File: config.mk
export PLATFORM = sky130hd
export DESIGN_NAME = gpif_cmd_sequencer
export DESIGN_NICKNAME = d
export VERILOG_FILES = /design/src/rtl/gpif_pkg.sv /design/src/rtl/gpif_cmd_sequencer.sv
export SDC_FILE = /design/constraint.sdc
export NUM_CORES = 1
export LEC_CHECK = 0
export CELL_PAD_IN_SITES_DETAIL_PLACEMENT = 1
export CELL_PAD_IN_SITES_GLOBAL_PLACEMENT = 1
export CORE_ASPECT_RATIO = 1.5
export CORE_MARGIN = 2
export CORE_UTILIZATION = 28
export DETAILED_ROUTE_END_ITERATION = 10
export PLACE_DENSITY_LB_ADDON = 0.08
export SKIP_CTS_REPAIR_TIMING = 1
export SKIP_LAST_GASP = 1
export SLEW_MARGIN = 20
export SYNTH_ARGS = -nofsm -noshare
export SYNTH_HDL_FRONTEND = slang
export SYNTH_SLANG_ARGS = --single-unit
File: constraint.sdc
create_clock -name aclk -period 3.95 [get_ports aclk]
set_clock_uncertainty 0.15 [all_clocks]
set_input_delay 0.9875 -clock aclk [delete_from_list [all_inputs] [get_ports aclk]]
set_output_delay 0.9875 -clock aclk [all_outputs]
set_load 0.01 [all_outputs]
File: src/rtl/gpif_pkg.sv
// Shared types and constants for the GPIF command sequencer.
`timescale 1ns/1ps
package gpif_pkg;

  typedef enum logic [3:0] {
    HUNT_POP,
    HUNT_CHK,
    CMD_POP,
    CMD_CHK,
    DATA_POP,
    DATA_CHK,
    AR,
    R,
    AW_W,
    B,
    RSP_PUSH
  } gpif_state_e;

  localparam logic [3:0] OP_READ  = 4'h1;
  localparam logic [3:0] OP_WRITE = 4'h2;

  localparam logic [1:0] OKAY   = 2'b00;
  localparam logic [1:0] SLVERR = 2'b10;

endpackage

File: src/rtl/gpif_cmd_sequencer.sv
// Decodes sync/command/data frames from the GPIF ingress FIFO, runs one AXI4-Lite
// read or write per frame and pushes one result word per valid frame to the egress FIFO.
`timescale 1ns/1ps
module gpif_cmd_sequencer
  import gpif_pkg::*;
#(
  parameter logic [31:0] SYNC_WORD = 32'hABAB_ABAB,
  parameter logic [31:0] BASE_ADDR = 32'h0000_0000,
  parameter int unsigned ERR_CNT_W = 8
) (
  input  logic                 aclk,
  input  logic                 areset,
  input  logic [31:0]          cmd_dout,
  input  logic                 cmd_empty,
  output logic                 cmd_rd_en,
  output logic [31:0]          rsp_din,
  output logic                 rsp_wr_en,
  input  logic                 rsp_full,
  output logic [31:0]          m_axi_awaddr,
  output logic                 m_axi_awvalid,
  input  logic                 m_axi_awready,
  output logic [31:0]          m_axi_wdata,
  output logic [3:0]           m_axi_wstrb,
  output logic                 m_axi_wvalid,
  input  logic                 m_axi_wready,
  input  logic [1:0]           m_axi_bresp,
  input  logic                 m_axi_bvalid,
  output logic                 m_axi_bready,
  output logic [31:0]          m_axi_araddr,
  output logic                 m_axi_arvalid,
  input  logic                 m_axi_arready,
  input  logic [31:0]          m_axi_rdata,
  input  logic [1:0]           m_axi_rresp,
  input  logic                 m_axi_rvalid,
  output logic                 m_axi_rready,
  output logic                 busy,
  output logic                 resp_err,
  output logic [ERR_CNT_W-1:0] err_count,
  output logic [3:0]           dbg_state_o
);

  // Handshakes: a transfer happens on a rising edge where valid and ready are both
  // high; valid is never withdrawn before that edge and never depends on ready.

  gpif_state_e          state_q, state_d;
  logic [31:0]          addr_q, addr_d;
  logic [31:0]          wdata_q, wdata_d;
  logic [31:0]          rsp_q, rsp_d;
  logic                 aw_done_q, aw_done_d;
  logic                 w_done_q, w_done_d;
  logic                 resp_err_q, resp_err_d;
  logic [ERR_CNT_W-1:0] err_cnt_q, err_cnt_d;
  logic                 pop_req;

  always_ff @(posedge aclk or posedge areset) begin
    if (areset) begin
      state_q    <= HUNT_POP;
      addr_q     <= '0;
      wdata_q    <= '0;
      rsp_q      <= '0;
      aw_done_q  <= 1'b0;
      w_done_q   <= 1'b0;
      resp_err_q <= 1'b0;
      err_cnt_q  <= '0;
    end else begin
      state_q    <= state_d;
      addr_q     <= addr_d;
      wdata_q    <= wdata_d;
      rsp_q      <= rsp_d;
      aw_done_q  <= aw_done_d;
      w_done_q   <= w_done_d;
      resp_err_q <= resp_err_d;
      err_cnt_q  <= err_cnt_d;
    end
  end

  always_comb begin
    state_d    = state_q;
    addr_d     = addr_q;
    wdata_d    = wdata_q;
    rsp_d      = rsp_q;
    aw_done_d  = aw_done_q;
    w_done_d   = w_done_q;
    resp_err_d = resp_err_q;
    err_cnt_d  = err_cnt_q;
    pop_req    = 1'b0;
    case (state_q)
      HUNT_POP: if (!cmd_empty) begin
        pop_req = 1'b1;
        state_d = HUNT_CHK;
      end
      HUNT_CHK: state_d = (cmd_dout == SYNC_WORD) ? CMD_POP : HUNT_POP;
      CMD_POP: if (!cmd_empty) begin
        pop_req = 1'b1;
        state_d = CMD_CHK;
      end
      CMD_CHK: begin
        addr_d = BASE_ADDR + {cmd_dout[27:0], 2'b00};
        case (cmd_dout[31:28])
          OP_READ:  state_d = AR;
          OP_WRITE: state_d = DATA_POP;
          default: begin
            if (err_cnt_q != '1) err_cnt_d = err_cnt_q + ERR_CNT_W'(1);
            state_d = HUNT_POP;
          end
        endcase
      end
      DATA_POP: if (!cmd_empty) begin
        pop_req = 1'b1;
        state_d = DATA_CHK;
      end
      DATA_CHK: begin
        wdata_d   = cmd_dout;
        aw_done_d = 1'b0;
        w_done_d  = 1'b0;
        state_d   = AW_W;
      end
      AR: if (m_axi_arready) state_d = R;
      R: if (m_axi_rvalid) begin
        rsp_d      = m_axi_rdata;
        resp_err_d = resp_err_q | (m_axi_rresp != OKAY);
        state_d    = RSP_PUSH;
      end
      AW_W: begin
        // Address and data channels complete independently, in any order.
        aw_done_d = aw_done_q | m_axi_awready;
        w_done_d  = w_done_q | m_axi_wready;
        if (aw_done_d && w_done_d) state_d = B;
      end
      B: if (m_axi_bvalid) begin
        rsp_d      = {30'b0, m_axi_bresp};
        resp_err_d = resp_err_q | (m_axi_bresp != OKAY);
        state_d    = RSP_PUSH;
      end
      RSP_PUSH: if (!rsp_full) state_d = HUNT_POP;
      default: state_d = HUNT_POP;
    endcase
  end

  // Gating with reset keeps the pop strobe low while reset holds the FSM in HUNT_POP.
  assign cmd_rd_en     = pop_req & ~areset;
  assign rsp_wr_en     = (state_q == RSP_PUSH) & ~rsp_full;
  assign rsp_din       = rsp_q;
  assign m_axi_awaddr  = addr_q;
  assign m_axi_awvalid = (state_q == AW_W) & ~aw_done_q;
  assign m_axi_wdata   = wdata_q;
  assign m_axi_wstrb   = 4'hF;
  assign m_axi_wvalid  = (state_q == AW_W) & ~w_done_q;
  assign m_axi_bready  = (state_q == B);
  assign m_axi_araddr  = addr_q;
  assign m_axi_arvalid = (state_q == AR);
  assign m_axi_rready  = (state_q == R);
  assign busy          = (state_q != HUNT_POP);
  assign resp_err      = resp_err_q;
  assign err_count     = err_cnt_q;
  assign dbg_state_o   = state_q;

endmodule

==> key figures, run 1 <==
Status
  • Run status: finished, final reports clean

Critical path
  • CP required: 2.81 ns
  • Startpoint Class: primary input
  • CP dominant cell by count: clkdlybuf4s50_1
  • Max incr delay on CP: 0.60 ns
  • Worst EP arrival: 2.31 ns
  • R2R depth: 4
  • CP Max Fanout: 2
  • Crit-path slowest cell: clkdlybuf4s50_1
  • Critical path class: in2out
  • CP Cell Sequence: clkdlybuf4s50_1, nor4b_1, clkdlybuf4s50_1
  • Worst setup EP type: output pin

Yosys
  • Adder-Cell Fraction of Synth Area: less than 1%
  • Sequential-to-total area share from yosys stat: 55.8%
  • Cell Area, Synth: 4800 sq um
  • Area share of the largest cell type after synthesis: 55.8%
  • Synth top area cells: dfrtp_1, mux2_1, buf_4
  • Proportion of synthesized area in mux cells: 15.6%
  • Post-Synthesis Cells: 412
  • Number of synthesized register bits: 107
  • Compound-gate portion of the synthesized area: 5.97%
  • Post-synth top area cell: dfrtp_1
  • XOR/XNOR Fraction of Synth Area: 1.46%
  • Synth Area in Simple Gates: 11.8%
  • Syn Area/Cell: 11.6 sq um
  • EDFF count, synth: 0
  • Ys async rst share: 100%
  • Netlist cell types: 45
  • Yosys warning count: 0
  • Largest family of logic cells by synthesized area: multiplexers
  • Ys flop type: dfrtp_1

STA
  • Pins over their slew limit: 0
  • Fmax: just under 0.3 GHz
  • Least-Margin Pin Slew: 0.780 ns
  • RSZ-0062 raised after global routing: no
  • Max-Slew Margin vs Limit: 47.9%
  • Period utilisation layout: 87.2%
  • Setup total negative slack: 0 ns
  • Final Critical Period: 3.44 ns
  • # setup viols final: 0
  • Fin. Hold Viols: 0

Hold path
  • Worst Hold Class: reg2reg
  • Hold path depth: 2

Placement
  • Hpwl dp: around 11,000 um
  • Port-buffer cells: 217
  • Routability Congestion: 0.735
  • Placed cell areas: 6940 sq um

Clock tree
  • Clock sinks: 107
  • Clock root cell: clkbuf_16
  • Clock Pin Slew Worst Setup and Hold Paths: 0.07 ns
  • Clk Latency, worst-skew pair: 0.34 ns
  • H-Tree Depth: 3
  • Clock Path Buffers: 2
  • CTS buffer count: 9
  • CTS tree: done

Detailed routing
  • Final ANT Viol Nets: 0
  • DRC viols: 0
  • Met2 WL: 7500 um
  • Metal-1 WL: 5670 um
  • Initial drt markers: slightly above 100
  • Vias/cell: 4.53
  • DRT Pass-1 Iters: 3
  • Routed wire per std cell: 17.8 um
  • Routed WL: 14,400 um
  • DR WL met3: around 1100 um
  • DR vias: 3,676
  • Uppermost routed layer: met4

Final layout
  • Share of layout cells above drive strength 1: 5.16%
  • N_diodes: 0
  • Multi-input gate area: 1740 sq um
  • Area growth syn-to-layout: 50.9%
  • Nets: 674
  • Design area: 7240 sq um
  • Reg area: 2680 sq um
  • FILL cells: 1,835

Global routing
  • First-pass GRT wire length: 22,800 um
  • Aggregate global routing overflow: 0
  • Initial antenna violation count: 0
  • Largest net degree at the start of global routing: between 70 and 80
  • Vias in the first global route: 4,031
  • Total track usage: 15.8%

Floorplan
  • Starting Density: about 29%
  • # IOs: 230
  • Die area: 18,200 sq um
  • Row cnt: 58
  • Die W: 111 um
  • Die height: 164 um
  • Placeable Area: 16,800 sq um

Power and ir drop
  • VDD IR-drop max: 0.267 mV
  • Static Leakage: approximately 3.3 nW
  • PwrDens: between 600 and 700 nW/um^2

Job
  • Max-capacitance violation count: 0
-- per-layer routing --
| metal | track usage (%) | vias up |
|---|---|---|
| met5 | 0 | - |
| met4 | 4.15 | 0 |
| met3 | 4.91 | 14 |
| met2 | 28.4 | 138 |
| met1 | 18.3 | 1806 |
| li1 | - | 1718 |
-- path summary, 6_finish.rpt --
kind | start | endpoint | slack [ns]
max | rsp_full | rsp_wr_en | 0.51
min | resp_err | resp_err | 0.33
min in group asynchronous | areset | rsp_din[8] | 0.76
max reg2reg | dbg_state_o[0] | m_axi_wdata[28] | 1.39
max in group asynchronous | areset | m_axi_wdata[31] | 2.26
min reg2reg | resp_err | resp_err | 0.33
-- layout make-up --
type | count | area share, %
Sequential cell | 107 | 37.0
Tap cell | 210 | 3.63
Clock inverter | 6 | 1.00
Inverter | 5 | 0.311
Timing Repair Buffer | 223 | 31.0
Clock buffer | 10 | 3.16
Multi-Input combinational cell | 250 | 24.0
-- metrics by stage --
step | power [mW] | utilization [%] | setup slack (ns) | std cells | hold WS, ns
global route | 5.03 | 43.2 | 0.460 | 811 | 0.363
global placement | 3.79 | 41.4 | 0.523 | 795 | 0.305
CTS | 4.82 | 43.2 | 0.488 | 811 | 0.329
detailed placement | 3.85 | 41.4 | 0.505 | 795 | 0.312
floorplan | 2.69 | - | 1.35 | 422 | 0.335
finish | 4.72 | 43.2 | 0.506 | 811 | 0.326
-- Yosys cell counts, drive strengths merged, types with 2 or more instances --
library cell / count
dfrtp: 107
nand2: 68
mux2: 63
buf: 56
o21ai: 35
nor2: 9
inv: 5
nor3: 5
xnor2: 5
a21oi: 4
and3: 4
clkbuf: 4
nand3: 4
mux2i: 3
nand2b: 3
nand4: 3
nor4bb: 3
xor2: 3
and4b: 2
conb: 2
nand4b: 2
nor4: 2
nor4b: 2
o21a: 2
-- cell usage in the layout (no fill, tap or decap), drive strengths merged, types with 4 or more instances in the layout --
cell           Yosys  routed
nor2               9       9
clkbuf             4      10
conb               2      12
and3               4       4
nor3               5       5
o21ai             35      35
buf               56       6
a21oi              4       4
mux2              63      63
inv                5       7
xnor2              5       5
nand2             68      68
dfrtp            107     107
clkdlybuf4s50      0     217
nand3              4       4
-- registers in the layout (all words and copies together) (netlist names) --
signal	flops
rsp_din	32
m_axi_araddr	28
m_axi_wdata	32
aw_done_q	1
w_done_q	1
resp_err	1
dbg_state_o	4
err_count	8
-- power breakdown --
| part | switching (mW) | internal, mW |
|---|---|---|
| Combinational | 0.827 | 1.19 |
| Clock | 0.434 | 0.502 |
| Sequential | 0.292 | 1.48 |
| Total | 1.55 | 3.17 |
-- kinds of logic (layout without fill, tap and decap cells) --
logic type / count (synthesis) / in the layout
mux: 66 / 66
xor+xnor: 8 / 8
buf+inv: 65 / 244
simple gates: 114 / 114
flops: 107 / 107
other cells: 2 / 12
fa+ha+maj: 1 / 1
compound gates: 49 / 49
-- critical path, delay by kind of cell --
| kind | cells | cell delay [ns] |
|---|---|---|
| buffers and inverters | 2 | 1.03 |
| and+or+nand+nor | 1 | 0.29 |
Power figures use the tool's default switching activity.
==> run 2: changes to the inputs <==
- CORE_ASPECT_RATIO: 1.5 -> 1.2
==> run 2 against run 1 <==
Critical endpoint unchanged. Non-clock buffer count increased by 1. Core utilization decreased by 0.37 points. Sequential cell count unchanged. Sequential share of layout area increased by 0.12 points. Highest routed layer unchanged. Power decreased by 0.88%. Wire length decreased by 0.98%. Cell count increased by 0.86%. Largest cell class unchanged. Worst hold slack got worse by 0.0064 ns. Clock-buffer cell count increased by 2. Setup slack got worse by 0.016 ns.
==> key figures, run 2 (synthesis gave the netlist of run 1 again) <==
Global routing
  • First-pass GRT wire length: 22,300 um (was 22,800 um)
  • Aggregate global routing overflow: 0 (unchanged)
  • Total track usage: 16.0% (was 15.8%)
  • Largest net degree at the start of global routing: 66 (was 73)
  • Vias in the first global route: 4,009 (was 4,031)
  • Initial antenna violation count: 0 (unchanged)

Power and ir drop
  • Sw frac: 32.5% (was 32.9%)
  • Sequential share of power: 37.6% (was 37.5%)
  • Combinational fraction of design power: 43.1% (was 42.7%)
  • Internal: 3.16 mW (was 3.17 mW)
  • Clock power share: 19.3% (was 19.8%)
  • VDD IR-drop max: 0.283 mV (was 0.267 mV)
  • Net Switching: 1.52 mW (was 1.55 mW)
  • Static Leakage: 3.24 nW (was 3.25 nW)
  • PwrDens: 648 nW/um^2 (was 652 nW/um^2)

Final layout
  • Nets: 675 (was 674)
  • Share of layout cells above drive strength 1: 4.98% (was 5.16%)
  • Design area: 7220 sq um (was 7240 sq um)
  • Most common cell after layout, fill and taps aside: clkdlybuf4s50_1 (unchanged)
  • Commonest non-fill, non-tap cells in the layout: clkdlybuf4s50_1, dfrtp_1, nand2_1 (unchanged)
  • N_diodes: 0 (unchanged)
  • Area growth syn-to-layout: 50.4% (was 50.9%)

Critical path
  • CP required: 2.81 ns (about the same)
  • CP Max Fanout: 2 (unchanged)
  • Crit-path slowest cell: clkdlybuf4s50_1 (unchanged)
  • CP Cell Sequence: clkdlybuf4s50_1, nor4b_1, clkdlybuf4s50_1 (unchanged)
  • Worst path depth: 3 (unchanged)
  • CP bufs+invs: 2 (unchanged)
  • CP dominant cell by count: clkdlybuf4s50_1 (unchanged)
  • Reg2reg setup slack: 1.51 ns (was 1.39 ns)
  • Reg2reg end: err_count[1] (was m_axi_wdata[28])
  • R2R depth: 4 (unchanged)
  • Delay-heaviest family, CP: buffers and inverters (unchanged)
  • Worst reg2reg startpoint: dbg_state_o[0] (unchanged)
  • Critical path class: in2out (unchanged)
  • Worst setup EP type: output pin (unchanged)
  • Startpoint Class: primary input (unchanged)
  • Max incr delay on CP: 0.60 ns (about the same)
  • CP Launch Point: rsp_full (unchanged)
  • CP Capture Point: rsp_wr_en (unchanged)
  • Worst EP arrival: 2.32 ns (was 2.31 ns)

Placement
  • Placed cell areas: 6930 sq um (was 6940 sq um)
  • Routability Congestion: 0.713 (was 0.735)
  • Hpwl dp: 10,600 um (was 10,800 um)
  • Port-buffer cells: 217 (unchanged)
  • DP Worst Slack: 0.492 ns (was 0.505 ns)

Detailed routing
  • Initial drt markers: 139 (was 103)
  • DRC viols: 0 (unchanged)
  • DRT Pass-1 Iters: 4 (was 3)
  • DR vias: 3,716 (was 3,676)
  • Routed wire per std cell: 17.5 um (was 17.8 um)
  • Final ANT Viol Nets: 0 (unchanged)
  • Vias/cell: 4.54 (was 4.53)
  • Routed WL: 14,300 um (was 14,400 um)

Floorplan
  • Row cnt: 52 (was 58)
  • Die height: 147 um (was 164 um)
  • Die area: 18,200 sq um (about the same)
  • Placeable Area: 16,900 sq um (was 16,800 sq um)
  • Die W: 124 um (was 111 um)
  • # IOs: 230 (unchanged)
  • Starting Density: 28.5% (was 28.6%)

STA
  • Fin. Hold Viols: 0 (unchanged)
  • Period utilisation layout: 87.6% (was 87.2%)
  • Slack of the critical path: 0.490 ns (was 0.506 ns)
  • Final Critical Period: 3.46 ns (was 3.44 ns)
  • RSZ-0062 raised after global routing: no (unchanged)
  • Setup total negative slack: 0 ns (unchanged)
  • Pins over their slew limit: 0 (unchanged)
  • Max-Slew Margin vs Limit: 49.5% (was 47.9%)
  • # setup viols final: 0 (unchanged)
  • Least-Margin Pin Slew: 0.756 ns (was 0.780 ns)
  • Fmax: 0.289 GHz (was 0.290 GHz)

Clock tree
  • Clock Path Buffers: 2 (unchanged)
  • Clk Latency, worst-skew pair: 0.35 ns (was 0.34 ns)
  • Clock root cell: clkbuf_16 (unchanged)
  • CTS tree: done (unchanged)
  • Clock sinks: 107 (unchanged)
  • Clock Pin Slew Worst Setup and Hold Paths: 0.07 ns (about the same)
  • H-Tree Depth: 3 (unchanged)
  • CTS buffer count: 9 (unchanged)

Job
  • Max-capacitance violation count: 0 (unchanged)

Hold path
  • Worst Hold Class: reg2reg (unchanged)

Status
  • Run status: finished, final reports clean (unchanged)
[run 2: worst min path at each step]
stage / from / end / slack, ns / depth (start not counted)
final: resp_err / resp_err / 0.32 / 2
after global routing: resp_err / resp_err / 0.35 / 2
after CTS: resp_err / resp_err / 0.33 / 2
after detailed placement: resp_err / resp_err / 0.31 / 2
after global placement: resp_err / resp_err / 0.31 / 2
after floorplan: aw_done_q / aw_done_q / 0.34 / 2
[run 2: power groups by stage]
stage	Combinational [mW]	Sequential, mW	Clock (mW)
final	2.01	1.76	0.903
after global routing	2.18	1.82	0.984
after CTS	2.05	1.77	0.941
after detailed placement	2.05	1.79	0
after global placement	2.02	1.77	0
after floorplan	0.802	1.89	0
[run 2: layout make-up]
class | instances | area [sq um]
fillers | 1816 | 9630
flip-flops and latches | 107 | 2680
repair buffers | 224 | 2220
multi-input cells | 250 | 1740
well taps | 216 | 270
clock buffers | 12 | 236
clock inverters | 4 | 51.3
inverters | 5 | 22.5
[run 2: layer usage]
metal  track usage [%]  share of wire [%]
met1              19.7                 41
met2              25.7                 48
met3              5.48                9.1
met4              6.08                2.1
met5                 0                  0
[run 2: metrics by stage]
| step | std cells | power (mW) | utilization (%) | hold slack [ns] |
|---|---|---|---|---|
| 6_report | 818 | 4.68 | 42.8 | 0.320 |
| 5_1_grt | 818 | 4.99 | 42.8 | 0.347 |
| 2_1_floorplan | 422 | 2.69 | - | 0.335 |
| 4_1_cts | 818 | 4.77 | 42.8 | 0.325 |
| 3_3_place_gp | 802 | 3.79 | 41.1 | 0.307 |
| 3_5_place_dp | 802 | 3.84 | 41.1 | 0.308 |
[run 2: worst register-to-register path, stage by stage (launching register included)]
cell,delay (ns)
dfrtp_1,0.67
and4bb_2,0.61
o31a_1,0.31
o21a_1,0.26
mux2_1,0.33
==> run 3: changes to the inputs <==
- MAX_ROUTING_LAYER: not set -> met4
==> run 3 against run 2 <==
Power is essentially flat. Fmax hardly changed. Worst hold slack barely moved. Clock power barely moved. Combinational power barely moved. Core utilization did not move. Sequential share of layout area unchanged. Clock-buffer cell count did not move. First-iteration DRC count fell by 10%. Die area is the same. Largest cell class unchanged. Largest power group unchanged.
==> key figures, run 3 (synthesis gave the netlist of run 1 again) <==
Clock tree
  • Clock Pin Slew Worst Setup and Hold Paths: 0.07 ns (about the same)
  • Clock sinks: 107 (unchanged)
  • H-Tree Depth: 3 (unchanged)
  • Clk Latency, worst-skew pair: 0.35 ns (about the same)
  • CTS buffer count: 9 (unchanged)
  • CTS tree: done (unchanged)
  • Clock Path Buffers: 2 (unchanged)
  • Clock root cell: clkbuf_16 (unchanged)

Floorplan
  • Die area: 18,200 sq um (unchanged)
  • Row cnt: 52 (unchanged)
  • Die height: 147 um (unchanged)
  • Placeable Area: 16,900 sq um (unchanged)
  • Starting Density: 28.5% (unchanged)
  • Die W: 124 um (unchanged)
  • # IOs: 230 (unchanged)

Power and ir drop
  • PwrDens: 648 nW/um^2 (about the same)
  • Static Leakage: 3.24 nW (unchanged)
  • VDD IR-drop max: 0.282 mV (was 0.283 mV)

Critical path
  • CP Cell Sequence: clkdlybuf4s50_1, nor4b_1, clkdlybuf4s50_1 (unchanged)
  • Max incr delay on CP: 0.60 ns (about the same)
  • CP required: 2.81 ns (about the same)
  • Reg2reg end: err_count[1] (unchanged)
  • Startpoint Class: primary input (unchanged)
  • Critical path class: in2out (unchanged)
  • CP Max Fanout: 2 (unchanged)
  • CP bufs+invs: 2 (unchanged)
  • R2R depth: 4 (unchanged)
  • Worst setup EP type: output pin (unchanged)
  • Reg2reg setup slack: 1.50 ns (was 1.51 ns)
  • CP dominant cell by count: clkdlybuf4s50_1 (unchanged)
  • Delay-heaviest family, CP: buffers and inverters (unchanged)
  • Worst EP arrival: 2.32 ns (about the same)
  • Worst reg2reg startpoint: dbg_state_o[0] (unchanged)
  • Crit-path slowest cell: clkdlybuf4s50_1 (unchanged)

Final layout
  • N_diodes: 0 (unchanged)
  • Commonest non-fill, non-tap cells in the layout: clkdlybuf4s50_1, dfrtp_1, nand2_1 (unchanged)
  • Area growth syn-to-layout: 50.4% (unchanged)
  • Most common cell after layout, fill and taps aside: clkdlybuf4s50_1 (unchanged)
  • Multi-input gate area: 1740 sq um (unchanged)
  • FILL cells: 1,816 (unchanged)
  • Share of layout cells above drive strength 1: 4.98% (unchanged)
  • Nets: 675 (unchanged)
  • Reg area: 2680 sq um (unchanged)
  • Finished Layout Cells: 818 (unchanged)

STA
  • Max-Slew Margin vs Limit: 49.5% (about the same)
  • Setup total negative slack: 0 ns (unchanged)
  • Period utilisation layout: 87.5% (was 87.6%)
  • Fmax: 0.289 GHz (about the same)
  • RSZ-0062 raised after global routing: no (unchanged)
  • Fin. Hold Viols: 0 (unchanged)
  • Final Critical Period: 3.46 ns (about the same)
  • Pins over their slew limit: 0 (unchanged)
  • # setup viols final: 0 (unchanged)
  • Least-Margin Pin Slew: 0.756 ns (about the same)

Hold path
  • Hold path depth: 2 (unchanged)
  • End of the worst hold path: resp_err (unchanged)
  • Hold Startpoint: resp_err (unchanged)
  • Worst Hold Class: reg2reg (unchanged)

Detailed routing
  • DRT Pass-1 Iters: 4 (unchanged)
  • Vias/cell: 4.53 (was 4.54)
  • DR vias: 3,709 (was 3,716)
  • Final ANT Viol Nets: 0 (unchanged)
  • Routed wire per std cell: 17.5 um (about the same)
  • DRC viols: 0 (unchanged)
  • Routed WL: 14,300 um (about the same)
  • Initial drt markers: 125 (was 139)

Placement
  • Port-buffer cells: 217 (unchanged)
  • Routability Congestion: 0.721 (was 0.713)
  • Hpwl dp: 10,600 um (unchanged)
  • Post-Place Cells: 802 (unchanged)

Status
  • Run status: finished, final reports clean (unchanged)

Global routing
  • Vias in the first global route: 4,015 (was 4,009)
  • Aggregate global routing overflow: 0 (unchanged)
  • Largest net degree at the start of global routing: 66 (unchanged)
  • Initial antenna violation count: 0 (unchanged)
  • Total track usage: 16.5% (was 16.0%)
  • First-pass GRT wire length: 22,300 um (about the same)

Job
  • Max-capacitance violation count: 0 (unchanged)
==> run 3: cell counts in the layout (fill, tap and decap cells not counted) <==
No cell type changed its count.
==> run 3: worst max-delay path by stage <==
stage                  start   endpoint  slack, ns  cells after the start
CTS                 rsp_full  rsp_wr_en       0.48                      3
floorplan           rsp_full  rsp_wr_en       1.35                      1
detailed placement  rsp_full  rsp_wr_en       0.49                      3
global placement    rsp_full  rsp_wr_en       0.53                      3
finish              rsp_full  rsp_wr_en       0.49                      3
global route        rsp_full  rsp_wr_en       0.44                      3
==> run 3: final cells by class <==
| class | instances | share of cell area (%) |
|---|---|---|
| timing repair buffer | 224 | 30.8 |
| clock buffer | 12 | 3.28 |
| inverter | 5 | 0.312 |
| multi-input combinational | 250 | 24.1 |
| sequential | 107 | 37.1 |
| tap | 216 | 3.74 |
| clock inverter | 4 | 0.711 |
==> run 3: metrics by stage <==
stage	power, mW	setup WS (ns)	hold WS [ns]	util [%]	cell area [sq um]
2_1_floorplan	2.69	1.35	0.335	-	4840
3_3_place_gp	3.79	0.531	0.307	41.1	6930
3_5_place_dp	3.84	0.492	0.308	41.1	6930
4_1_cts	4.77	0.480	0.325	42.8	7220
5_1_grt	4.98	0.438	0.347	42.8	7220
6_report	4.68	0.492	0.320	42.8	7220
==> run 3: report_power, final <==
group	leakage (nW)	internal [mW]	switching, mW
combinational	1.69	1.19	0.828
sequential	1.41	1.48	0.285
clock	0.137	0.493	0.409
==> run 3: worst min-delay path: cells and delay by family (launching register included) <==
kind	cells	cell delay, ns
compound gates	1	0.05
buf+inv	1	0.04
flops	1	0.34
==> run 3: layer usage <==
layer / part of all wire [%] / track usage (%) / vias to the layer above
met1: 42 / 20.2 / 1835
met2: 48 / 25.7 / 137
met5: 0 / - / -
met4: 2.1 / 6.08 / 0
li1: - / - / 1722
met3: 8.3 / 4.78 / 15
